<file path="src/rtl/booth_pkg.sv">
// Shared types and saturation limits for the Booth multiplier datapath and its
// downstream accumulate stages.
package booth_pkg;

    typedef enum logic [1:0] {
        StIdle,
        StAccum,
        StDone
    } state_e;

    localparam int unsigned PROD_W = 8;
    localparam int unsigned ACC_W  = 12;

    // Largest (is_max=1) or smallest (is_max=0) value of an aw-bit signed number.
    function automatic int sat_limit(input int unsigned aw, input logic is_max);
        int lim;
        lim = 1 << (aw - 1);
        return is_max ? (lim - 1) : -lim;
    endfunction

endpackage

</file>
<file path="src/rtl/booth_product_accumulator_if.sv">
// Product stream in, group result out: the handshake bundle between the Booth
// multiplier stage (master) and the product accumulator (slave).
interface booth_product_accumulator_if
    import booth_pkg::*;
#(
    parameter int unsigned PW = PROD_W,
    parameter int unsigned AW = ACC_W
);

    logic                 start;
    logic                 clear;
    logic signed [PW-1:0] prod;
    logic                 prod_valid;
    logic                 prod_ready;
    logic signed [AW-1:0] acc_out;
    logic                 acc_valid;
    logic                 busy;
    logic                 ovf;
    logic [3:0]           term_cnt;

    modport master (
        output start, clear, prod, prod_valid,
        input  prod_ready, acc_out, acc_valid, busy, ovf, term_cnt
    );

    modport slave (
        input  start, clear, prod, prod_valid,
        output prod_ready, acc_out, acc_valid, busy, ovf, term_cnt
    );

endinterface

</file>
<file path="src/rtl/sat_add_signed.sv">
// Combinational signed a + sext(b) with clamping to the AW-bit range; o_ovf flags
// that the clamp was applied.
module sat_add_signed
    import booth_pkg::*;
#(
    parameter int unsigned AW = ACC_W,
    parameter int unsigned BW = PROD_W
) (
    input  logic signed [AW-1:0] i_a,
    input  logic signed [BW-1:0] i_b,
    output logic signed [AW-1:0] o_sum,
    output logic                 o_ovf
);

    logic signed [AW:0] w_sum;
    logic signed [31:0] w_sum32;

    // One guard bit is enough: two in-range operands cannot overflow AW+1 bits.
    assign w_sum   = {i_a[AW-1], i_a} + {{(AW + 1 - BW){i_b[BW-1]}}, i_b};
    assign w_sum32 = 32'(w_sum);

    always_comb begin
        o_sum = w_sum[AW-1:0];
        o_ovf = 1'b0;
        if (w_sum32 > sat_limit(AW, 1'b1)) begin
            o_sum = AW'(sat_limit(AW, 1'b1));
            o_ovf = 1'b1;
        end else if (w_sum32 < sat_limit(AW, 1'b0)) begin
            o_sum = AW'(sat_limit(AW, 1'b0));
            o_ovf = 1'b1;
        end
    end

endmodule

</file>
<file path="src/rtl/booth_product_accumulator.sv">
// Sums N_TERMS signed products per group into a saturating accumulator and
// pulses acc_valid for one cycle when the group sum is final.
module booth_product_accumulator
    import booth_pkg::*;
#(
    parameter int unsigned PW      = PROD_W,
    parameter int unsigned AW      = ACC_W,
    parameter int unsigned N_TERMS = 4
) (
    input logic i_clk,
    input logic i_n_rst,
    booth_product_accumulator_if.slave bus
);

    localparam logic [3:0] CntLast = 4'(N_TERMS - 1);

    state_e               r_state;
    state_e               w_state_d;
    logic signed [AW-1:0] r_acc;
    logic signed [AW-1:0] w_acc_d;
    logic                 r_ovf;
    logic                 w_ovf_d;
    logic [3:0]           r_cnt;
    logic [3:0]           w_cnt_d;
    logic signed [AW-1:0] w_sat_sum;
    logic                 w_sat_ovf;

    sat_add_signed #(
        .AW (AW),
        .BW (PW)
    ) u_sat_add (
        .i_a   (r_acc),
        .i_b   (bus.prod),
        .o_sum (w_sat_sum),
        .o_ovf (w_sat_ovf)
    );

    always_comb begin
        w_state_d = r_state;
        w_acc_d   = r_acc;
        w_ovf_d   = r_ovf;
        w_cnt_d   = r_cnt;
        case (r_state)
            StIdle: begin
                if (bus.start) begin
                    w_state_d = StAccum;
                    w_acc_d   = '0;
                    w_ovf_d   = 1'b0;
                    w_cnt_d   = '0;
                end
            end
            StAccum: begin
                // prod_ready is 1 throughout this state, so prod_valid alone is a transfer.
                if (bus.prod_valid) begin
                    w_acc_d = w_sat_sum;
                    w_ovf_d = r_ovf | w_sat_ovf;
                    w_cnt_d = r_cnt + 4'd1;
                    if (r_cnt == CntLast) begin
                        w_state_d = StDone;
                    end
                end
            end
            StDone: begin
                w_state_d = StIdle;
            end
            default: begin
                w_state_d = StIdle;
            end
        endcase
        // Abort outranks start and any transfer in the same cycle.
        if (bus.clear) begin
            w_state_d = StIdle;
            w_acc_d   = '0;
            w_ovf_d   = 1'b0;
            w_cnt_d   = '0;
        end
    end

    always_ff @(posedge i_clk) begin
        if (!i_n_rst) begin
            r_state <= StIdle;
            r_acc   <= '0;
            r_ovf   <= 1'b0;
            r_cnt   <= '0;
        end else begin
            r_state <= w_state_d;
            r_acc   <= w_acc_d;
            r_ovf   <= w_ovf_d;
            r_cnt   <= w_cnt_d;
        end
    end

    assign bus.prod_ready = (r_state == StAccum);
    assign bus.busy       = (r_state != StIdle);
    assign bus.acc_valid  = (r_state == StDone);
    assign bus.acc_out    = r_acc;
    assign bus.ovf        = r_ovf;
    assign bus.term_cnt   = r_cnt;

endmodule

</file>
<file path="src/flat_wrapper.sv">
// flat-port wrapper written by rule: the top's interface ports become plain ports
module booth_product_accumulator_flat import booth_pkg::*;
#(
    parameter int unsigned PW      = PROD_W,
    parameter int unsigned AW      = ACC_W,
    parameter int unsigned N_TERMS = 4
)
  (i_clk, i_n_rst, bus_start, bus_clear, bus_prod, bus_prod_valid, bus_prod_ready, bus_acc_out, bus_acc_valid, bus_busy, bus_ovf, bus_term_cnt);
  booth_product_accumulator_if #(.PW(PW), .AW(AW)) bus_i ();
  input logic i_clk;
  input logic i_n_rst;
  input wire logic [$bits(bus_i.start)-1:0] bus_start;
  input wire logic [$bits(bus_i.clear)-1:0] bus_clear;
  input wire logic [$bits(bus_i.prod)-1:0] bus_prod;
  input wire logic [$bits(bus_i.prod_valid)-1:0] bus_prod_valid;
  output wire logic [$bits(bus_i.prod_ready)-1:0] bus_prod_ready;
  output wire logic [$bits(bus_i.acc_out)-1:0] bus_acc_out;
  output wire logic [$bits(bus_i.acc_valid)-1:0] bus_acc_valid;
  output wire logic [$bits(bus_i.busy)-1:0] bus_busy;
  output wire logic [$bits(bus_i.ovf)-1:0] bus_ovf;
  output wire logic [$bits(bus_i.term_cnt)-1:0] bus_term_cnt;
  assign bus_i.start = bus_start;
  assign bus_i.clear = bus_clear;
  assign bus_i.prod = bus_prod;
  assign bus_i.prod_valid = bus_prod_valid;
  assign bus_prod_ready = bus_i.prod_ready;
  assign bus_acc_out = bus_i.acc_out;
  assign bus_acc_valid = bus_i.acc_valid;
  assign bus_busy = bus_i.busy;
  assign bus_ovf = bus_i.ovf;
  assign bus_term_cnt = bus_i.term_cnt;
  booth_product_accumulator #(.PW(PW), .AW(AW), .N_TERMS(N_TERMS)) u_core (.i_clk(i_clk), .i_n_rst(i_n_rst), .bus(bus_i));
endmodule
</file>
<file path="config.mk">
export PLATFORM = sky130hd
export DESIGN_NAME = booth_product_accumulator_flat
export DESIGN_NICKNAME = d
export VERILOG_FILES = /design/src/rtl/booth_pkg.sv /design/src/rtl/booth_product_accumulator_if.sv /design/src/rtl/sat_add_signed.sv /design/src/rtl/booth_product_accumulator.sv /design/src/flat_wrapper.sv
export SDC_FILE = /design/constraint.sdc
export NUM_CORES = 1
export LEC_CHECK = 0
export CORE_MARGIN = 2
export CORE_UTILIZATION = 40
export CTS_CLUSTER_DIAMETER = 40
export DETAILED_ROUTE_END_ITERATION = 7
export GPL_TIMING_DRIVEN = 0
export PLACE_DENSITY = 0.66
export SYNTH_ARGS = -nofsm -noshare
export SYNTH_HDL_FRONTEND = slang
export SYNTH_SLANG_ARGS = --single-unit
</file>
<file path="constraint.sdc">
create_clock -name i_clk -period 3 [get_ports i_clk]
set_input_delay 0.3 -clock i_clk [delete_from_list [all_inputs] [get_ports i_clk]]
set_output_delay 0.3 -clock i_clk [all_outputs]
set_load 0.02 [all_outputs]
</file>
# Word level (Yosys, flattened, before mapping)
# Cells that the tools add are included.
dict set report totals {
  mem_count 0
  mem_bits_rw 0
  rom_bits 0
  latchBits 0
  word_cells 39
  input_bits 13
  regBits 19
  out_inout_bits 20
}
dict set report op_classes {
  n_lt_le_gt_ge 2
  n_mux 17
  n_reduce_logical 6
  eq_ne 6
  bitwise_logic 2
  n_addsub 2
  multipliers 0
  n_shift 0
  n_div 0
}
# operator count
set op_table {}
lappend op_table {{12-bit two-way mux} 4}
lappend op_table {{12-bit case mux with 2 select lines} 1}
lappend op_table {{12-bit by 8-bit adder with 13-bit output} 1}
lappend op_table {{13-bit by 12-bit > comparator with 1-bit output (second input constant)} 1}
lappend op_table {{13-bit by 12-bit < comparator with 1-bit output (second input constant)} 1}
lappend op_table {{4-bit two-way mux} 2}
lappend op_table {{4-bit case mux with 2 select lines} 1}
lappend op_table {{2-bit two-way mux} 3}
lappend op_table {{3-bit AND reduction} 2}
lappend op_table {{4-bit by 1-bit adder with 4-bit output (second input constant)} 1}
lappend op_table {{4-bit by 2-bit equality test with 1-bit output (second input constant)} 1}
lappend op_table {{1-bit two-way mux} 4}
lappend op_table {{2-bit != test (second input constant)} 2}
lappend op_table {{2-bit case mux with 2 select lines} 1}
lappend op_table {{2-bit nonzero test} 2}
lappend op_table {{2-bit by 1-bit equality test with 1-bit output (second input constant)} 1}
lappend op_table {{2-bit equality test (second input constant)} 1}
lappend op_table {{2-bit zero test} 1}
lappend op_table {{2-bit by 1-bit != test with 1-bit output (second input constant)} 1}
lappend op_table {{1-bit case mux with 2 select lines} 1}
lappend op_table {{2-bit OR reduction} 1}
lappend op_table {{1-bit inverter} 1}
lappend op_table {{1-bit bitwise OR} 1}

# Longest topological paths before layout
# Gate-level depths: netlist of run 1.
dict set report logic_depth {
  word_depth 7
  mapped_depth 9
  mapped_depth_nobuf 9
}

# By module
# Synthesis of run 1 repeated with hierarchy kept, for this count alone.
dict set report hier_totals {
  hier_cells 194
  hier_area_um2 1704.1
}
# module area_each_um2 cells_per_inst seq_area_each_um2 n_inst
set modules_own_cells {}
lappend modules_own_cells {sat_add_signed 963.4 129 0.0 1}
lappend modules_own_cells {booth_product_accumulator 740.7 65 380.4 1}

# Worst setup path after synthesis of run 1
# No wires, ideal clock.
dict set report synth_timing {
  path_type {register to register}
  startpoint {register u_core.r_acc[0], in the netlist u_core.bus.acc_out[0]}
  endpoint {register u_core.r_acc[0], in the netlist u_core.bus.acc_out[0]}
  stages_incl_launch_ff 10
  path_buffers 0
  synth_period_minus_slack_ps 2302
  setup_time_ps 95
  t_arrival_ps 2207
  required_time_ps 2905
  path_slack_ps 698
  path_cell_list {dfxtp_1 ha_1 inv_1 fa_1 nor2b_1 o31a_2 o211ai_2 a211oi_2 nor2_2 a221oi_1}
}
dict set report synth_between {
  elab_chain_cells 6
  word_cells_on_any_way 7
  classes_between {add/sub (1); order compare (2); mux (4)}
}
# item line
set synth_rtl {}
lappend synth_rtl {{start: declaration} booth_product_accumulator.sv:19} ;# logic signed [AW-1:0] r_acc;
lappend synth_rtl {{start signal: assignment} booth_product_accumulator.sv:87} ;# r_acc <= w_acc_d;
lappend synth_rtl {{12-bit by 8-bit adder with 13-bit output (*)} sat_add_signed.sv:19} ;# assign w_sum = {i_a[AW-1], i_a} + {{(AW + 1 - BW){i_b[BW-1]}}, i_b};
lappend synth_rtl {{13-bit by 12-bit < comparator with 1-bit output} sat_add_signed.sv:28} ;# end else if (w_sum32 < sat_limit(AW, 1'b0)) begin
lappend synth_rtl {{12-bit two-way mux} sat_add_signed.sv:28}
lappend synth_rtl {{12-bit two-way mux (*)} sat_add_signed.sv:25} ;# if (w_sum32 > sat_limit(AW, 1'b1)) begin
lappend synth_rtl {{12-bit two-way mux (*)} booth_product_accumulator.sv:54} ;# if (bus.prod_valid) begin
lappend synth_rtl {{12-bit case mux with 2 select lines (*)} booth_product_accumulator.sv:43} ;# case (r_state)
# Every way passes the cells marked *; elsewhere a longest branch is shown, timed or not. The select of a mux whose other input is x is not followed.
# A chain may end at the register's enable or synchronous reset.

# Worst setup path in the final report of run 1
dict set report layout_timing {
  startpoint {input port bus_prod[7]}
  endpoint {register u_core.r_acc[3], in the netlist u_core.bus.acc_out[3]}
}
dict set report layout_between {
  elab_chain_cells 6
  word_cells_on_any_way 7
  classes_between {add/sub (1); order compare (2); mux (4)}
}
# item line
set layout_rtl {}
lappend layout_rtl {{start: declaration} flat_wrapper.sv:14} ;# input wire logic [$bits(bus_i.prod)-1:0] bus_prod;
lappend layout_rtl {{12-bit by 8-bit adder with 13-bit output (*)} sat_add_signed.sv:19}
lappend layout_rtl {{13-bit by 12-bit < comparator with 1-bit output} sat_add_signed.sv:28}
lappend layout_rtl {{12-bit two-way mux} sat_add_signed.sv:28}
lappend layout_rtl {{12-bit two-way mux (*)} sat_add_signed.sv:25}
lappend layout_rtl {{12-bit two-way mux (*)} booth_product_accumulator.sv:54}
lappend layout_rtl {{12-bit case mux with 2 select lines (*)} booth_product_accumulator.sv:43}
# Marks and branches as above.

==> results of run 1 <==
-- worst max-delay path by stage --
| stage | start | to | slack, ns | depth (start not counted) |
|---|---|---|---|---|
| 3_3_place_gp | bus_prod[7] | u_core.bus.acc_out[10] | 0.16 | 7 |
| 4_1_cts | bus_prod[7] | u_core.bus.acc_out[3] | 0.43 | 7 |
| 5_1_grt | bus_prod[0] | u_core.bus.acc_out[0] | 0.30 | 10 |
| 3_5_place_dp | bus_prod[7] | u_core.bus.acc_out[3] | 0.11 | 7 |
| 6_report | bus_prod[7] | u_core.bus.acc_out[3] | 0.43 | 7 |
| 2_1_floorplan | u_core.bus.acc_out[0] | u_core.bus.acc_out[0] | 0.70 | 9 |
-- worst max-delay path: stages --
cell and delay [ns]:
sky130_fd_sc_hd__clkdlybuf4s50_1 0.52, sky130_fd_sc_hd__ha_1 0.42, sky130_fd_sc_hd__a2111o_1 0.49, sky130_fd_sc_hd__o211ai_2 0.30
sky130_fd_sc_hd__a211oi_2 0.17, sky130_fd_sc_hd__o21ai_2 0.40, sky130_fd_sc_hd__a31oi_1 0.15
-- layer usage --
layer | GRT usage, % | wire length (um) | share of wire (%) | up-vias
met5 | 0 | 0 | 0 | -
met4 | 7.181 | 66 | 1.8 | 0
met3 | 2.257 | 110 | 3.0 | 6
met2 | 31.38 | 1696 | 47 | 30
met1 | 25.92 | 1769 | 49 | 648
li1 | - | - | - | 698
-- power groups by stage --
stage          Sequential [mW]  Combinational, mW  Clock (mW)
2_1_floorplan            0.265             0.0620           0
3_3_place_gp             0.263             0.0999           0
3_5_place_dp             0.263              0.103           0
4_1_cts                  0.257              0.104       0.139
5_1_grt                  0.258              0.113       0.150
6_report                 0.257              0.103       0.134
-- state kept, by name, indices dropped and copies added, names as in the netlist --
signal and count:
u_core.bus.acc_out 12, u_core.bus.term_cnt 4, u_core.r_state 2, u_core.bus.ovf 1
-- cells by family (layout without fill, tap and decap cells) --
group / count (synthesis) / count (layout) / share of synthesized area [%]
flops: 19 / 19 / 26.05
xor+xnor: 10 / 10 / 5.998
fa+ha+maj: 14 / 14 / 12.51
buf+inv: 12 / 48 / 4.798
compound gates: 59 / 59 / 31.71
simple gates: 54 / 54 / 18.94
-- stage by stage --
step	instances	area (um2)	total power, mW
after floorplan	168	1460	0.3268
after global placement	246	1838	0.3626
after detailed placement	246	1838	0.3655
after CTS	250	1864	0.4998
after global routing	250	1864	0.5211
final	250	1864	0.4943
-- area by class of cell --
type	count	area (um2)
Tap cell	46	57.56
Fill cell	335	1551
Inverter	8	30.03
Multi-Input combinational cell	137	1010
Timing Repair Buffer	32	320.3
Buffer	4	40.04
Clock buffer	4	26.28
Sequential cell	19	380.4
-- layout by cell type (no fill, tap or decap), drive strengths merged, types with 6 or more instances in the layout --
| cell | Yosys | layout |
|---|---|---|
| dfxtp | 19 | 19 |
| nor2 | 10 | 10 |
| xnor2 | 6 | 6 |
| a31oi | 8 | 8 |
| inv | 8 | 8 |
| clkbuf | 2 | 6 |
| clkdlybuf4s50 | 0 | 32 |
| o21ai | 9 | 9 |
| ha | 13 | 13 |
| a21oi | 11 | 11 |
| nand2 | 18 | 18 |
==> out/results.txt, run 1 <==
The run finished with clean final reports. The tightest hold path in the finished design has a slack of 0.4757 ns. In this run the vertical extent of the chip is 64.42 um.

The count of vias placed by the detailed router is 1382. The number of sinks driven by the clock tree came out at 19. The tools report the combined area of all synthesized cells as 0.001460 mm2. In the routed design, unresolved DRC markers number 0. The startpoint identified for the worst register-to-register timing path is u_core.bus.acc_out[0].

The share of synthesized area in the top cell type comes to 26.05%. The setup total negative slack is 0 ns, and the cell depth of the worst flop-to-flop path is 9. Once the clock tree was built, the setup fixing pass inserted 0 buffers.

The number of resized instances in the post-cts repair step came out at 0. For hold timing, the worst endpoint is u_core.bus.ovf. The initial utilization of the core area, before any placement, comes to 42.75%. The average wire per cell in the routed design was 14.57 um.

The startpoint of the tightest hold check path is u_core.bus.ovf. Clock tree synthesis inserted a total of 3 buffers. The clock passes through at most 2 buffers. Along the worst hold path, the cell count comes to 2. For the final net count, the log shows 232.

The most instantiated flip-flop cell in the synthesis netlist is sky130_fd_sc_hd__dfxtp_1. TritonCTS built the clock tree. Headroom to the max-slew limit came out at 62.99%.

The worst-case register-to-register setup slack was 0.52 ns. In this run the standard cell core region covers 0.003416 mm2. The number of instances in the synthesized netlist came out at 168.

The fraction of power consumed by combinational cells is 20.9%, and the share of flip-flops with an asynchronous set or reset is 0%. Row generation in the floorplan step produced 21 rows. The tools report the number of antenna violations at the first check in global routing as 0. STA classifies the critical path endpoint as a flip-flop.

The run gives 6 as the number of iterations in the first detailed-routing pass. Clock transition time at the flip-flop clock pins of the worst setup and hold paths: 0.11 ns. The tools report the count of unique library cells instantiated by Yosys as 51.

The number of enable-type register cells in the synthesized netlist was 0; the placed wire-length estimate was 2.802 mm. For the routed wire length, the log shows 3.643 mm. The floorplan step set the die width to 64.42 um.

Destination of the worst register-to-register timing path: u_core.bus.acc_out[0]. The run gives 0 as the number of hold violations in the final report. The run gives 2.74 ns as the arrival time of data at the critical path endpoint. Deepest level of the CTS H-tree: 1. After global routing the overflow that remains totals 0. The number of nets handed over by synthesis was 195.

Setup violations remaining at the end of the flow were counted as 0. The number of flip-flops and latches in the synthesized netlist was 19; the all-layer global routing usage was 19.17%. Setup repair after global routing left no endpoint under its margin. For the number of global-route vias before repair, the log shows 1379. The critical path in this run is classified as input pin to flip-flop. Counting instances in the post-synthesis netlist gives the leading cell types as sky130_fd_sc_hd__dfxtp_1 (19), sky130_fd_sc_hd__nand2_1 (17), sky130_fd_sc_hd__ha_1 (13), sky130_fd_sc_hd__a21oi_1 (11), sky130_fd_sc_hd__nor2_1 (9). The largest net degree at the start of global routing was 11.

Input and output buffers added on the ports amount to 32. The share of total power dissipated in sequential elements is 52.0%. The tool flagged a number of max-cap violations equal to 0. Static timing analysis puts the maximum clock frequency at 388.7 MHz. Net switching is 28.07% of the power. The run gives 0.9049 as the final estimated routing congestion in global placement. The logs give 6.348 mm for the wire length of the first global-routing pass and 0 for the warning count from the yosys run. The run gives 0.7210 nW as the leakage dissipation. Buffers inserted to repair hold after CTS numbered 0. The most frequent cell after synthesis was sky130_fd_sc_hd__dfxtp_1. The post-synthesis cell type with the largest combined area was sky130_fd_sc_hd__dfxtp_1. The largest driver fanout on the critical path is 7. The post-route netlist has 11.27% of its cells at a drive strength greater than 1. The clock reaches the later pin of the worst-skew pair after 0.30 ns. The net switching power is 0.1388 mW. Category of the worst setup path launch point: an input pin. By area the synthesized netlist is led by sky130_fd_sc_hd__dfxtp_1 (26%), sky130_fd_sc_hd__ha_1 (11%), sky130_fd_sc_hd__nand2_1 (4.4%), sky130_fd_sc_hd__a21oi_1 (3.8%), sky130_fd_sc_hd__xnor2_1 (3.6%). The path type of the worst min-delay path was flip-flop to flip-flop.

After detailed routing, the number of vias per cell comes to 5.528. The logs give 0 for the final-report max-slew violation count and 0.1387 mV for the maximum VDD drop. The die covers 0.004150 mm2. After layout, the worst path uses 85.76% of the clock period. Per report_power, the clock group accounts for 27.1% of the total.

For the finished layout, the period the worst path requires is 2.573 ns. A synthesized cell averages 8.691 um2. The tools report the iteration-0 DRC count of the detailed router as 53. Power spread over the standard cell area amounts to 265.1 mW/mm2.

Cell internal power was estimated by the tool at 0.3555 mW. STA puts the critical path data required time at 3.17 ns. Pin placement for this block handled 33 I/O pins. The run gives 0 as the count of nets left with antenna violations after detail routing.

The area growth from synthesis to layout is 27.68%. The root buffer cell chosen for the clock tree is sky130_fd_sc_hd__clkbuf_4. Clock skew on the completed layout was measured at 0.002419 ns. The actual transition at the worst max-transition pin is 0.5552 ns, and the count of inserted antenna diode cells is 0. At the placement stage, the worst setup path has a slack of 0.1086 ns. The logs give 54.58% for the final core utilization and 0.4273 ns for the final worst-path setup slack.

For the share of synthesized area occupied by flip-flops and latches, the log shows 26.05%.
No activity file was read; power rests on OpenSTA's default activity.
==> inputs of run 2 (changes only) <==
--- a/config.mk
+++ b/config.mk
@@ -10,7 +10,7 @@
 export CTS_CLUSTER_DIAMETER = 40
 export DETAILED_ROUTE_END_ITERATION = 7
 export GPL_TIMING_DRIVEN = 0
-export PLACE_DENSITY = 0.66
+export PLACE_DENSITY = 0.68
 export SYNTH_ARGS = -nofsm -noshare
 export SYNTH_HDL_FRONTEND = slang
 export SYNTH_SLANG_ARGS = --single-unit
==> constraint.sdc (replaced) <==
create_clock -name i_clk -period 2.2 [get_ports i_clk]
set_input_delay 0.22 -clock i_clk [delete_from_list [all_inputs] [get_ports i_clk]]
set_output_delay 0.22 -clock i_clk [all_outputs]
set_load 0.02 [all_outputs]
==> out/results.txt, run 2 (synthesis gave the netlist of run 1 again) <==
The run finished, with violations left. The final reports fail on negative setup slack. Category of the worst setup path launch point: a flip-flop (was an input pin). The setup total negative slack was -0.1328 ns (was 0 ns).

The total congestion overflow is 0 (unchanged). The flip-flop count of the largest register, all copies and words added came out at 12 (unchanged). The number of setup violations in the final report was 7 (was 0). The run gives 51.0% (was 52.0%) as the relative contribution of sequential cells to total power. The routed wire length was 4.068 mm (was 3.643 mm); the count of pins on the block boundary was 33 (unchanged). Number of antenna violations at the first check in global routing: 0 (unchanged). The number of buffers inserted during clock tree synthesis is 3 (unchanged), and the fraction of power consumed by combinational cells is 22.1% (was 20.9%). Post-route DRC violation count: 0 (unchanged). The final-report max-slew violation count was 0 (unchanged); the number of standard-cell rows in the floorplan was 21 (unchanged). The tools report the buffer depth of the longest clock path as 2 (unchanged).

The worst path required time was 2.42 ns (was 3.17 ns); the peak clock frequency supported by timing was 446.5 MHz. Most frequent cells in the layout: sky130_fd_sc_hd__clkdlybuf4s50_1 (30), sky130_fd_sc_hd__nand2_1 (17), sky130_fd_sc_hd__dfxtp_1 (16) (was sky130_fd_sc_hd__clkdlybuf4s50_1 (32), sky130_fd_sc_hd__dfxtp_1 (19), sky130_fd_sc_hd__nand2_1 (17)). The relative slew slack was 64.91% (was 62.99%); the worst hold path depth was 2 (unchanged).

For the count of inserted antenna diode cells, the log shows 0 (unchanged). The clock transition time at the flip-flop clock pins of the worst setup and hold paths works out to 0.12 ns (was 0.11 ns). The number of violations of the max-capacitance limit was 0 (unchanged). Height of the die: 64.42 um (unchanged).

Largest driver fanout on the critical path: 4 (was 7). The tools report the leakage dissipation as 0.7537 nW (was 0.7210 nW). Minimum hold slack: 0.4690 ns (was 0.4757 ns). TritonCTS built the clock tree. Final net count: 239 (was 232). The fraction of layout instances using a drive strength above 1 was 21.80% (was 11.27%).

Most frequent standard cell in the layout excluding fill and tap cells: sky130_fd_sc_hd__clkdlybuf4s50_1 (unchanged). The delay of the slowest cell on the worst path is 0.39 ns (was 0.52 ns), and the final worst-path setup slack is -0.03974 ns (was 0.4273 ns). Final-layout fill cell count: 319 (was 335). Wire length of the first global-routing pass: 6.624 mm (was 6.348 mm).

The area of the die was 0.004150 mm2 (unchanged). The number of hold violations in the final report was 0 (unchanged); the shortest clock period the worst path allows after layout was 2.240 ns. The tools report the count of nets left with antenna violations after detail routing as 0 (unchanged). The count of vias placed by the detailed router was 1428 (was 1382); the width of the die was 64.42 um (unchanged). The run gives 0.2628 mV (was 0.1387 mV) as the maximum VDD drop. The worst-path cell with the longest stage delay was sky130_fd_sc_hd__a211oi_4 (was sky130_fd_sc_hd__clkdlybuf4s50_1). The iteration-0 DRC count of the detailed router was 38 (was 53). The count of port buffers added during placement is 32 (unchanged).

After layout, the worst path uses 101.8% of the clock period. The via count normalized by instance count is 5.556 (was 5.528), and the share of power burned in the clock network is 26.8% (was 27.1%). For the starting density of the core, the log shows 42.75% (unchanged). The path type of the worst min-delay path is flip-flop to flip-flop (unchanged). Critical path capture point type: a flip-flop (unchanged).

The arrival time of data at the critical path endpoint came out at 2.46 ns (was 2.74 ns). For the number of iterations in the first detailed-routing pass, the log shows 4 (was 6). The final estimated routing congestion in global placement was 0.8512 (was 0.9049). The average wire per cell in the routed design is 15.83 um (was 14.57 um), and the final core utilization is 59.23% (was 54.58%).

The area growth from synthesis to layout was 38.56% (was 27.68%). The design internal power is 0.4845 mW (was 0.3555 mW). The power per unit of standard cell area came out at 338.9 mW/mm2 (was 265.1 mW/mm2).

Setup repair after global routing could not meet its margin everywhere. Deepest level of the CTS H-tree: 1 (unchanged). Setup slack after placement: -0.5730 ns (was 0.1086 ns).

The number of sinks driven by the clock tree was 19 (unchanged). The all-layer global routing usage came out at 20.15% (was 19.17%). The cell depth of the worst flop-to-flop path came out at 9 (unchanged). The tools report the later-pin clock latency in the skew report as 0.30 ns (about the same). Worst clock skew: 0.002675 ns (was 0.002419 ns). The placed wire-length estimate is 2.871 mm (was 2.802 mm).

The actual transition at the worst max-transition pin came out at 0.5264 ns (was 0.5552 ns). CP Cell Sequence: ha_4, inv_2, fa_2, nor2b_2, o31a_2, o211ai_4, a211oi_4, nor2_4, a221oi_2 (was clkdlybuf4s50_1, ha_1, a2111o_1, o211ai_2, a211oi_2, o21ai_2, a31oi_1). The run gives 0.2011 mW (was 0.1388 mW) as the net switching power. Cell chosen for the clock root: sky130_fd_sc_hd__clkbuf_4 (unchanged). The logs give 0.003416 mm2 (unchanged) for the core area and 12 (was 11) for the largest net degree at the start of global routing. The power consumption was 0.6856 mW (was 0.4943 mW); the switching fraction of total power was 29.33% (was 28.07%). Critical path start-end classification: flip-flop to flip-flop (was input pin to flip-flop). For the number of global-route vias before repair, the log shows 1391 (was 1379). The post-cts hold buffer count is 0 (unchanged).
-- run 2: changes by cell type in the layout (fill, tap and decap cells not counted), sizes merged --
cell,change
dlygate4sd2,+2
buf,+6
a31oi,+1
clkinv,+1
clkdlybuf4s50,-2
clkbuf,-1
-- run 2: repair_timing --
action / CTS / global route
resized for setup: 16 / 4
pin swaps: 9 / 3
cloned: 1 / 0
setup endpoints to repair: 11 / 12
setup buffers: 5 / 1
-- run 2: stage by stage --
stage | instance area [um2] | std cells
after floorplan | 1474 | 168
after global placement | 1852 | 246
after detailed placement | 1852 | 246
after CTS | 1997 | 256
after global routing | 2023 | 257
final | 2023 | 257
-- run 2: final timing paths --
path | start | endpoint | slack (ns)
worst min register to register | u_core.bus.ovf | u_core.bus.ovf | 0.47
worst max-delay path | u_core.bus.acc_out[0] | u_core.bus.acc_out[0] | -0.04
worst max register to register | u_core.bus.acc_out[0] | u_core.bus.acc_out[0] | -0.04
worst min-delay path | u_core.bus.ovf | u_core.bus.ovf | 0.47
-- run 2: cell type report --
class	instances	area [um2]	area share, %
Multi-Input combinational cell	138	1115	55.10
Sequential cell	19	386.6	19.11
Timing Repair Buffer	38	366.6	18.12
Tap cell	46	57.56	2.845
Buffer	4	40.04	1.979
Inverter	8	30.03	1.484
Clock buffer	3	22.52	1.113
Clock inverter	1	5.005	0.2474
-- run 2: layer usage --
metal	part of all wire (%)	up-vias	GRT usage (%)	wire, um
met5	0	-	0	0
met4	0.42	0	2.926	17
met3	4.0	2	3.299	164
met2	51	33	37.24	2086
met1	44	682	25.03	1800
li1	-	711	-	-
-- run 2: power groups by stage --
stage	Clock, mW	Sequential (mW)	Combinational (mW)
floorplan	0	0.360	0.0854
global placement	0	0.357	0.137
detailed placement	0	0.357	0.141
CTS	0.187	0.350	0.149
global route	0.208	0.351	0.165
finish	0.184	0.350	0.152
-- run 2: critical path, delay by kind of cell, from the launching register on --
family	cells	cell delay, ns
buf+inv	1	0.04
flops	1	0.38
simple gates	2	0.23
compound gates	4	0.98
fa+ha+maj	2	0.52
==> inputs of run 3 (changes only) <==
--- a/config.mk
+++ b/config.mk
@@ -6,11 +6,13 @@
 export NUM_CORES = 1
 export LEC_CHECK = 0
 export CORE_MARGIN = 2
-export CORE_UTILIZATION = 40
+export CORE_UTILIZATION = 45
 export CTS_CLUSTER_DIAMETER = 40
 export DETAILED_ROUTE_END_ITERATION = 7
 export GPL_TIMING_DRIVEN = 0
-export PLACE_DENSITY = 0.68
+export MAX_ROUTING_LAYER = met4
+export PLACE_DENSITY = 0.76
+export SLEW_MARGIN = 20
 export SYNTH_ARGS = -nofsm -noshare
 export SYNTH_HDL_FRONTEND = slang
 export SYNTH_SLANG_ARGS = --single-unit
==> out/results.txt, run 3 (synthesis gave the netlist of run 1 again) <==
The run finished with clean final reports. Routed wire length: 3.888 mm (was 4.068 mm). The height of the die was 60.96 um (was 64.42 um); the largest net degree at the start of global routing was 12 (unchanged).

Cell count after placement: 244 (was 246). The cell depth of the worst flop-to-flop path came out at 9 (unchanged). The tools report the post-cts hold buffer count as 0 (unchanged). The flip-flop count of the largest register, all copies and words added was 12 (unchanged). The width of the die was 60.96 um (was 64.42 um); the via count normalized by instance count was 5.618 (was 5.556). The number of global-route vias before repair was 1401 (was 1391).

The worst-case register-to-register setup slack is 0.01 ns (was -0.04 ns). The tools report the buffer depth of the longest clock path as 2 (unchanged). The number of antenna violations at the first check in global routing is 0 (unchanged).

The maximum VDD drop is 0.2109 mV (was 0.2628 mV). Number of standard-cell rows in the floorplan: 20 (was 21). The most frequent standard cell in the layout excluding fill and tap cells is sky130_fd_sc_hd__clkdlybuf4s50_1 (unchanged). The final-report max-slew violation count came out at 0 (unchanged). The wire length of the first global-routing pass was 6.141 mm (was 6.624 mm); the final estimated routing congestion in global placement was 0.9332 (was 0.8512). The post-route fraction of the period consumed by the critical path is 99.38% (was 101.8%). The area growth from synthesis to layout works out to 39.93% (was 38.56%). Worst hold path depth: 2 (unchanged). The count of vias placed by the detailed router was 1427 (was 1428). For the final core utilization, the log shows 66.38% (was 59.23%). The largest driver fanout on the critical path came out at 7 (was 4).

Number of hold violations in the final report: 0 (unchanged). The tools report the endpoint of the worst hold-timing path as u_core.bus.ovf (unchanged). Relative slew slack: 61.68% (was 64.91%). The actual transition at the worst max-transition pin came out at 0.5749 ns (was 0.5264 ns). The startpoint of the tightest hold check path is u_core.bus.ovf (unchanged). The critical path capture point type is a flip-flop (unchanged). TritonCTS built the clock tree.

The arrival time of data at the critical path endpoint is 2.41 ns (was 2.46 ns). Most frequent cells in the layout: sky130_fd_sc_hd__clkdlybuf4s50_1 (30), sky130_fd_sc_hd__nand2_1 (17), sky130_fd_sc_hd__dfxtp_1 (16) (unchanged). The all-layer global routing usage was 23.02% (was 20.15%); the clock transition time at the flip-flop clock pins of the worst setup and hold paths was 0.12 ns (about the same). For the power consumption, the log shows 0.6901 mW (was 0.6856 mW).

The deepest level of the CTS H-tree was 1 (unchanged). Critical path start-end classification: flip-flop to flip-flop (unchanged). The number of iterations in the first detailed-routing pass came out at 4 (unchanged). The final net count is 238 (was 239), and the leakage dissipation is 0.7646 nW (was 0.7537 nW).

The worst path required time came out at 2.42 ns (about the same). The fraction of layout instances using a drive strength above 1 was 22.86% (was 21.80%); the placed wire-length estimate was 2.651 mm (was 2.871 mm). The number of violations of the max-capacitance limit came out at 0 (unchanged). Path type of the worst min-delay path: flip-flop to flip-flop (unchanged).

The tools report the reg-to-reg startpoint as u_core.bus.acc_out[0] (unchanged). The shortest clock period the worst path allows after layout works out to 2.186 ns (was 2.240 ns). The minimum hold slack is 0.4606 ns (was 0.4690 ns). The number of sinks driven by the clock tree was 19 (unchanged); the total congestion overflow was 0 (unchanged). The tools report the number of setup violations in the final report as 0 (was 7). The category of the worst setup path launch point is a flip-flop (unchanged). The count of inserted antenna diode cells was 0 (unchanged).

The tools report the core area as 0.003078 mm2 (was 0.003416 mm2). The average wire per cell in the routed design was 15.31 um (was 15.83 um). For the later-pin clock latency in the skew report, the log shows 0.31 ns (was 0.30 ns). The logs give 33 (unchanged) for the count of pins on the block boundary and 48 (was 38) for the iteration-0 DRC count of the detailed router.

Setup repair after global routing could not meet its margin everywhere. The tools report the cell chosen for the clock root as sky130_fd_sc_hd__clkbuf_4 (unchanged). The area of the die came out at 0.003716 mm2 (was 0.004150 mm2). The tools report the peak clock frequency supported by timing as 457.4 MHz (was 446.5 MHz). The count of port buffers added during placement came out at 32 (unchanged).

For the count of nets left with antenna violations after detail routing, the log shows 0 (unchanged). The destination of the worst register-to-register timing path is u_core.bus.acc_out[7] (was u_core.bus.acc_out[0]). The tools report the worst clock skew as 0.008029 ns (was 0.002675 ns). The post-route DRC violation count is 0 (unchanged), and the power per unit of standard cell area is 337.7 mW/mm2 (was 338.9 mW/mm2). The number of buffers inserted during clock tree synthesis was 3 (unchanged). The final cell count without fillers came out at 254 (was 257). The starting density of the core is 47.44% (was 42.75%).
-- run 3: cell types whose count changed in the layout (fill, tap and decap cells not counted), sizes merged --
cell   before  now
a31oi       9    8
-- run 3: what timing repair did --
action	4_1_cts	5_1_grt
pin swaps	13	6
setup buffers	6	0
endpoints found under the setup margin	11	12
resized for setup	19	7
-- run 3: worst max-delay path by stage --
stage,cells after the start,start,to
after global routing,9,u_core.bus.acc_out[0],u_core.bus.acc_out[7]
final,9,u_core.bus.acc_out[0],u_core.bus.acc_out[7]
after CTS,7,u_core.bus.acc_out[1],u_core.bus.acc_out[7]
after floorplan,9,u_core.bus.acc_out[0],u_core.bus.acc_out[0]
after detailed placement,10,bus_prod[0],u_core.bus.acc_out[4]
after global placement,7,bus_prod[7],u_core.bus.acc_out[4]
-- run 3: power by group --
part	internal (mW)	switching [mW]
sequential	0.346	0.00349
combinational	0.0719	0.0803
clock	0.0679	0.120
-- run 3: metrics by stage --
| step | TNS [ns] | cell area [um2] | setup slack [ns] |
|---|---|---|---|
| 6_report | 0 | 2043 | 0.01367 |
| 2_1_floorplan | 0 | 1474 | 0.01382 |
| 4_1_cts | 0 | 2019 | 0.001435 |
| 5_1_grt | -0.3428 | 2043 | -0.07264 |
| 3_5_place_dp | -6.165 | 1849 | -0.5577 |
| 3_3_place_gp | -5.775 | 1849 | -0.5208 |
-- run 3: cell type report --
cell class                 instances  area (um2)
buffer                             4       40.04
clock buffer                       3       22.52
clock inverter                     1       5.005
fill                             272        1035
inverter                           8       30.03
multi-input combinational        137        1125
sequential                        19       386.6
tap                               44       55.05
timing repair buffer              38       379.1
-- run 3: layer usage --
layer	GRT usage (%)	vias up	part of all wire, %
met5	-	-	0
met2	39.94	37	49
li1	-	710	-
met1	27.45	668	45
met3	2.985	12	3.0
met4	7.453	0	3.1
-- run 3: critical path: stages, from the launching register on --
cell                       delay (ns)
sky130_fd_sc_hd__dfxtp_4         0.37
sky130_fd_sc_hd__ha_4            0.14
sky130_fd_sc_hd__inv_2           0.04
sky130_fd_sc_hd__fa_2            0.37
sky130_fd_sc_hd__nor2b_4         0.15
sky130_fd_sc_hd__o31a_4          0.17
sky130_fd_sc_hd__o211ai_4        0.12
sky130_fd_sc_hd__a211oi_4        0.41
sky130_fd_sc_hd__o21ai_4         0.17
sky130_fd_sc_hd__a31oi_1         0.17
